## src/rtl/tt_shell_pkg.sv

```systemverilog
// Shared definitions for the multi-core TinyTapeout pin shell:
// command magic nibble, selector FSM states and selector width helper.
package tt_shell_pkg;

  // Upper nibble of a synchronised ui_in byte that marks it as a command.
  localparam logic [3:0] CMD_MAGIC = 4'hA;

  // HOLD: selected core in reset, pins quiet. RUN: selected core live.
  typedef enum logic {
    ST_HOLD = 1'b0,
    ST_RUN  = 1'b1
  } state_t;

  // Width of the core index, never narrower than one bit.
  function automatic int sel_width(input int n);
    int w;
    w = $clog2(n);
    return (w < 1) ? 1 : w;
  endfunction

endpackage

```

## src/rtl/tt_sync.sv

```systemverilog
// Multi-stage flop chain synchroniser for asynchronous pin inputs.
// All stages clear on reset; q is the output of the last stage.
module tt_sync #(
  parameter int WIDTH  = 16,
  parameter int STAGES = 2
) (
  input  logic             clock,
  input  logic             reset,
  input  logic [WIDTH-1:0] d,
  output logic [WIDTH-1:0] q
);

  logic [WIDTH-1:0] stage_reg [STAGES];

  // Shift the pin value through the chain, first stage samples d.
  always_ff @(posedge clock or posedge reset) begin
    if (reset) begin
      for (int i = 0; i < STAGES; i++) begin
        stage_reg[i] <= '0;
      end
    end else begin
      stage_reg[0] <= d;
      for (int i = 1; i < STAGES; i++) begin
        stage_reg[i] <= stage_reg[i-1];
      end
    end
  end

  assign q = stage_reg[STAGES-1];

endmodule

```

## src/rtl/tt_core_select.sv

```systemverilog
// Hosts N_CORES user cores behind one set of TinyTapeout pins.
// A debounced pin command selects the live core; the newly selected core
// is held in reset for RST_STRETCH cycles before its outputs reach the pins.
module tt_core_select
  import tt_shell_pkg::*;
#(
  parameter  int N_CORES     = 4,
  parameter  int SYNC_STAGES = 2,
  parameter  int CMD_HOLD    = 4,
  parameter  int RST_STRETCH = 16,
  localparam int SEL_W       = sel_width(N_CORES)
) (
  input  logic                 clock,
  input  logic                 reset,
  input  logic [7:0]           ui_in,
  input  logic [7:0]           uio_in,
  output logic [7:0]           uo_out,
  output logic [7:0]           uio_out,
  output logic [7:0]           uio_oe,
  output logic [7:0]           core_ui_in,
  output logic [7:0]           core_uio_in,
  input  logic [8*N_CORES-1:0] core_uo_out,
  input  logic [8*N_CORES-1:0] core_uio_out,
  input  logic [8*N_CORES-1:0] core_uio_oe,
  output logic [N_CORES-1:0]   core_reset,
  output logic [SEL_W-1:0]     sel
);

  localparam int CNT_W = $clog2(CMD_HOLD + 1);
  localparam int STR_W = $clog2(RST_STRETCH + 1);
  localparam logic [CNT_W-1:0] HOLD_CNT     = CNT_W'(CMD_HOLD);
  localparam logic [STR_W-1:0] STRETCH_INIT = STR_W'(RST_STRETCH);

  // ---------------------------------------------------------------
  // Input synchronisation (both pin buses through one chain)
  // ---------------------------------------------------------------
  logic [15:0] sync_q;

  tt_sync #(
    .WIDTH  (16),
    .STAGES (SYNC_STAGES)
  ) u_sync (
    .clock (clock),
    .reset (reset),
    .d     ({uio_in, ui_in}),
    .q     (sync_q)
  );

  assign core_ui_in  = sync_q[7:0];
  assign core_uio_in = sync_q[15:8];

  // ---------------------------------------------------------------
  // Command debounce
  // ---------------------------------------------------------------
  logic [7:0]       cmd_byte;
  logic             is_cmd;
  logic [CNT_W-1:0] count_reg, count_next;
  logic [7:0]       prev_reg;
  logic             armed_reg, armed_next;
  logic             fire;
  logic             cmd_valid;

  assign cmd_byte = sync_q[7:0];
  assign is_cmd   = (cmd_byte[7:4] == CMD_MAGIC);

  // Count identical command samples; fire once when the run reaches CMD_HOLD.
  // A fired command disarms until a non-command sample is seen.
  always_comb begin
    count_next = '0;
    armed_next = armed_reg;
    fire       = 1'b0;
    if (!is_cmd) begin
      armed_next = 1'b1;
    end else begin
      if (cmd_byte == prev_reg) begin
        count_next = (count_reg == HOLD_CNT) ? count_reg : count_reg + 1'b1;
      end else begin
        count_next = CNT_W'(1);
      end
      if (armed_reg && (count_next == HOLD_CNT)) begin
        fire       = 1'b1;
        armed_next = 1'b0;
      end
    end
  end

  // Out-of-range indices consume the command but change nothing.
  assign cmd_valid = fire && ({28'd0, cmd_byte[3:0]} < N_CORES);

  // Debounce state registers.
  always_ff @(posedge clock or posedge reset) begin
    if (reset) begin
      count_reg <= '0;
      prev_reg  <= '0;
      armed_reg <= 1'b1;
    end else begin
      count_reg <= count_next;
      prev_reg  <= cmd_byte;
      armed_reg <= armed_next;
    end
  end

  // ---------------------------------------------------------------
  // Selection FSM
  // ---------------------------------------------------------------
  state_t           state_reg, state_next;
  logic [STR_W-1:0] stretch_reg, stretch_next;
  logic [SEL_W-1:0] sel_reg, sel_next;

  // Next state: a valid command always restarts HOLD; HOLD counts down to RUN.
  always_comb begin
    state_next   = state_reg;
    stretch_next = stretch_reg;
    sel_next     = sel_reg;
    if (cmd_valid) begin
      sel_next     = cmd_byte[SEL_W-1:0];
      state_next   = ST_HOLD;
      stretch_next = STRETCH_INIT;
    end else if (state_reg == ST_HOLD) begin
      if (stretch_reg <= STR_W'(1)) begin
        state_next = ST_RUN;
      end else begin
        stretch_next = stretch_reg - 1'b1;
      end
    end
  end

  // FSM state registers; reset selects core 0 and starts a full stretch.
  always_ff @(posedge clock or posedge reset) begin
    if (reset) begin
      state_reg   <= ST_HOLD;
      stretch_reg <= STRETCH_INIT;
      sel_reg     <= '0;
    end else begin
      state_reg   <= state_next;
      stretch_reg <= stretch_next;
      sel_reg     <= sel_next;
    end
  end

  assign sel = sel_reg;

  // ---------------------------------------------------------------
  // Per-core slices and reset vector
  // ---------------------------------------------------------------
  logic [7:0]         uo_slice  [N_CORES];
  logic [7:0]         uio_slice [N_CORES];
  logic [7:0]         oe_slice  [N_CORES];
  logic [N_CORES-1:0] core_reset_next;

  for (genvar gi = 0; gi < N_CORES; gi++) begin : g_core
    assign uo_slice[gi]  = core_uo_out[8*gi +: 8];
    assign uio_slice[gi] = core_uio_out[8*gi +: 8];
    assign oe_slice[gi]  = core_uio_oe[8*gi +: 8];
    // Only the selected core, and only while running, is out of reset.
    assign core_reset_next[gi] = !((state_next == ST_RUN) && (sel_next == SEL_W'(gi)));
  end

  // Core reset register, aligned with the state it reflects.
  always_ff @(posedge clock or posedge reset) begin
    if (reset) begin
      core_reset <= '1;
    end else begin
      core_reset <= core_reset_next;
    end
  end

  // ---------------------------------------------------------------
  // Registered output mux
  // ---------------------------------------------------------------
  // Pass the selected core's pins only while running and not switching, so
  // the old core's outputs are never paired with a new selection.
  always_ff @(posedge clock or posedge reset) begin
    if (reset) begin
      uo_out  <= '0;
      uio_out <= '0;
      uio_oe  <= '0;
    end else if ((state_reg == ST_RUN) && !cmd_valid) begin
      uo_out  <= uo_slice[sel_reg];
      uio_out <= uio_slice[sel_reg];
      uio_oe  <= oe_slice[sel_reg];
    end else begin
      uo_out  <= '0;
      uio_out <= '0;
      uio_oe  <= '0;
    end
  end

endmodule

```

## config.mk

```make
export PLATFORM = sky130hd
export DESIGN_NAME = tt_core_select
export DESIGN_NICKNAME = d
export VERILOG_FILES = /design/src/rtl/tt_shell_pkg.sv /design/src/rtl/tt_sync.sv /design/src/rtl/tt_core_select.sv
export SDC_FILE = /design/constraint.sdc
export NUM_CORES = 1
export LEC_CHECK = 0
export ABC_CLOCK_PERIOD_IN_PS = 4100
export CAP_MARGIN = 20
export CELL_PAD_IN_SITES_DETAIL_PLACEMENT = 1
export CELL_PAD_IN_SITES_GLOBAL_PLACEMENT = 1
export CORE_MARGIN = 3
export CORE_UTILIZATION = 34
export DETAILED_ROUTE_END_ITERATION = 12
export GPL_TIMING_DRIVEN = 0
export PLACE_DENSITY = 0.87
export SLEW_MARGIN = 20
export SYNTH_ARGS = -nofsm -noshare
export SYNTH_HDL_FRONTEND = slang
export SYNTH_SLANG_ARGS = --single-unit
export TNS_END_PERCENT = 100
```

## constraint.sdc

```tcl
create_clock -name clock -period 4.1 [get_ports clock]
set_input_delay 0.82 -clock clock [delete_from_list [all_inputs] [get_ports clock]]
set_output_delay 0.82 -clock clock [all_outputs]
set_load 0.02 [all_outputs]
```

==> reports/qor.tcl <==
set qor(run_status) {completed}
set qor(critical-path-slowest-cell) {dfrtp_1}
set qor(path_depth_of_the_worst_reg2reg_path) 7
set qor(finalWirelength_mm) 9.32
set qor(timing.hold.worst_path_depth) 0
set qor(finalSetupViolCount) 0
set qor(post_cts_hold_buffer_count) 0
set qor(criticalPathCategory) {reg2reg}
set qor(post-place-cells) 508
set qor(cp_cell_sequence) {inv_1 -> ha_1 -> or3b_1 -> a311oi_2 -> and4_1 -> buf_4 -> mux2_1}
set qor(routedWlPerCell_microns) 17.8
set qor(crit_path_max_fanout) 9
set qor(layout.cells.most_common_list) {clkdlybuf4s50_1, dfrtp_1, and3_1}
set qor(clk_pin_slew_ps) 80
set qor(worst_slack_ps) 1710
set qor(maximum_clock_path_buffer_count) 2
set qor(cts_root_buffer) {clkbuf_8}
set qor(clock_tree_from_tritoncts) {yes}
set qor(detailedPlacementHpwl_mm) 7.54
set qor(global_route.usage.total_pct) 17.7
set qor(reg2reg_slack_ps) 1710
set qor(globalplace.congestion) 0.775
set qor(fin_skew_ps) 14.5
set qor(maxSlewHeadroom_pct) 53.0
set qor(hold_class) {reg2reg}
set qor(hold-path-endpoint) {u_sync.q[7]}
set qor(min_period_over_period_pct) 58.3
set qor(n_fill_cell) 948
set qor(grt_setup_unrepaired) {false}
set qor(pin_count) 160
set qor(max_freq_mhz) 419
set qor(design.core.area_sq_um) 9420
set qor(detail_route.vias_per_cell) 4.70
set qor(drtAntennaViolNets) 0
set qor(drtIter0Drc) 46
set qor(worst_ir_drop_vdd_mv) 0.134
set qor(netlist-cell-type-count) 37
set qor(final_util_pct) 56.9
set qor(cts-buffers-inserted) 9
set qor(syn-num-nets) 337
set qor(grt_pass1_vias) 2974
set qor(mappedNetlistArea_sq_um) 3360
set qor(grt_pass1_wl_mm) 15.1
set qor(ys_top_cells_by_area) {dfrtp_1, mux4_2, dfstp_2}
set qor(report.final.slew_viol_count) 0
set qor(htree_num_levels) 3
set qor(antenna_violations_before_repair) 0
set qor(placement_rows) 35
set qor(cp.buffers_inverters) 2
set qor(power_leakage_nw) 2.20
set qor(crit-reg2reg-launch) {count_reg[0]}
set qor(critical_path_arrival_ps) 2610
set qor(synth_top_area_share_pct) 55.2
set qor(syn2layout_area_growth_pct) 59.5
set qor(finalNetCount) 508
set qor(final_layout_size_suffix_gt1_share_pct) 17.7
set qor(grt_start_max_net_pins) 44
set qor(timing.setup.tns_ps) 0
set qor(n_antenna_cell) 0
set qor(route.vias.total) 2461
set qor(numPortBuffers) 159
set qor(clkLatencyLatePin_ps) 350
set qor(period_needed_ps) 2390
set qor(cell_family_with_the_largest_share_of_critical_path_delay) {simple AND/OR/NAND/NOR gates}
set qor(yosysTopAreaCell) {dfrtp_1}
set qor(drt-pass1-iter-count) 4
set qor(syn_inst) 219
set qor(powerDensity_nw_per_um2) 320
set qor(cp-end-kind) {flop}
set qor(clock-sinks) 80
set qor(postSynthRegisterBits) 80
set qor(remaining_drc_errors) 0
set qor(synthesis.area_per_instance_sq_um) 15.3
set qor(post-cts-setup-buffer-count) 0
set qor(cap_violations) 0
set qor(tightest_slew_ps) 698
set qor(setup_slack_after_placement_ps) 1720
set qor(fp.dieW_microns) 105
set qor(ys_warn_count) 0
set qor(cpPeakStageDelay_ps) 450
set qor(cts-resized-gates) 0
set qor(most_common_library_cell_in_the_layout_ignoring_fill_and_taps) {clkdlybuf4s50_1}
set qor(grt_overflow_total) 0
set qor(die_area_sq_um) 11100
set qor(layoutNonFillerInstCount) 524
set qor(timing.critical_path.required_ps) 4320
set qor(worstSetupStartpointType) {flop}
set qor(synth_seq_area_share_pct) 59.9
set qor(worst_hold_startpoint) {u_sync.stage_reg[23]}
set qor(timing.rr.end) {sel[0]}
set qor(floorplan.initialDensity_pct) 35.7
set qor(hold_viol_final) 0
set qor(floorplan.die.height_microns) 105
-- routing by layer --
| layer | track usage [%] | up-vias | part of all wire, % |
|---|---|---|---|
| li1 | - | 1120 | - |
| met1 | 17.6 | 1236 | 33 |
| met2 | 34.7 | 97 | 59 |
| met3 | 5.39 | 8 | 7.3 |
| met4 | 5.06 | 0 | 0.82 |
| met5 | 0 | - | 0 |
-- power by group --
part           total [mW]  switching (mW)  internal, mW
sequential          0.836          0.0151         0.821
clock               0.633           0.273         0.360
combinational       0.245          0.0799         0.165
-- through the flow --
step	power (mW)	hold WS [ps]	instance area, sq um
3_3_place_gp	1.09	332	5110
3_5_place_dp	1.10	336	5130
2_1_floorplan	0.931	331	3360
5_1_grt	1.80	360	5360
4_1_cts	1.74	356	5360
6_report	1.71	352	5360
-- Yosys cell counts (all sizes together) --
| cell type | count |
|---|---|
| buf | 22 |
| mux2 | 2 |
| nor4 | 2 |
| nor4bb | 1 |
| and2 | 1 |
| nor3 | 1 |
| nand2b | 1 |
| nand4 | 2 |
| dfrtp | 74 |
| a31oi | 1 |
| nor2 | 7 |
| xor2 | 8 |
| clkbuf | 6 |
| a211o | 1 |
| dfstp | 6 |
| or4 | 2 |
| o211a | 1 |
| a21oi | 3 |
| nand4bb | 1 |
| o21bai | 1 |
| mux4 | 24 |
| inv | 7 |
| or3b | 1 |
| a311oi | 1 |
| xnor2 | 4 |
| and3 | 25 |
| nand3b | 1 |
| nand4b | 2 |
| a211oi | 3 |
| ha | 4 |
| nand2 | 1 |
| and4 | 1 |
| nor4b | 2 |
-- cell type report --
type,instances,area [sq um],area share [%]
inverter,7,28.8,0.537
sequential,80,2010,37.5
tap,129,161,3.01
clock buffer,11,141,2.64
buffer,28,186,3.48
multi-input combinational,104,1130,21.2
clock inverter,5,81.3,1.52
timing repair buffer,160,1610,30.1
-- worst max-delay path by stage --
stage | to | cells after the start | from | slack, ps
floorplan | count_reg[0] | 1 | reset | 1240
global placement | uio_out[3] | 2 | reset | 90
detailed placement | uio_out[1] | 7 | count_reg[0] | 1720
CTS | core_ui_in[1] | 2 | u_sync.q[1] | 1680
global route | uio_out[0] | 7 | count_reg[0] | 1590
finish | sel[0] | 7 | count_reg[0] | 1710
-- logic make-up (layout without fill, tap and decap cells) --
family	count (synthesis)	after routing	share of synthesized area, %
flip-flops	80	80	59.9
AND/OR/NAND/NOR	51	51	9.88
buffers and inverters	35	211	6.34
multiplexers	26	26	16.8
XOR/XNOR	12	12	3.13
AO/OA/AOI/OAI	11	11	2.53
adder cells (fa/ha/maj)	4	4	1.49
(Power assumes the default switching activity.)
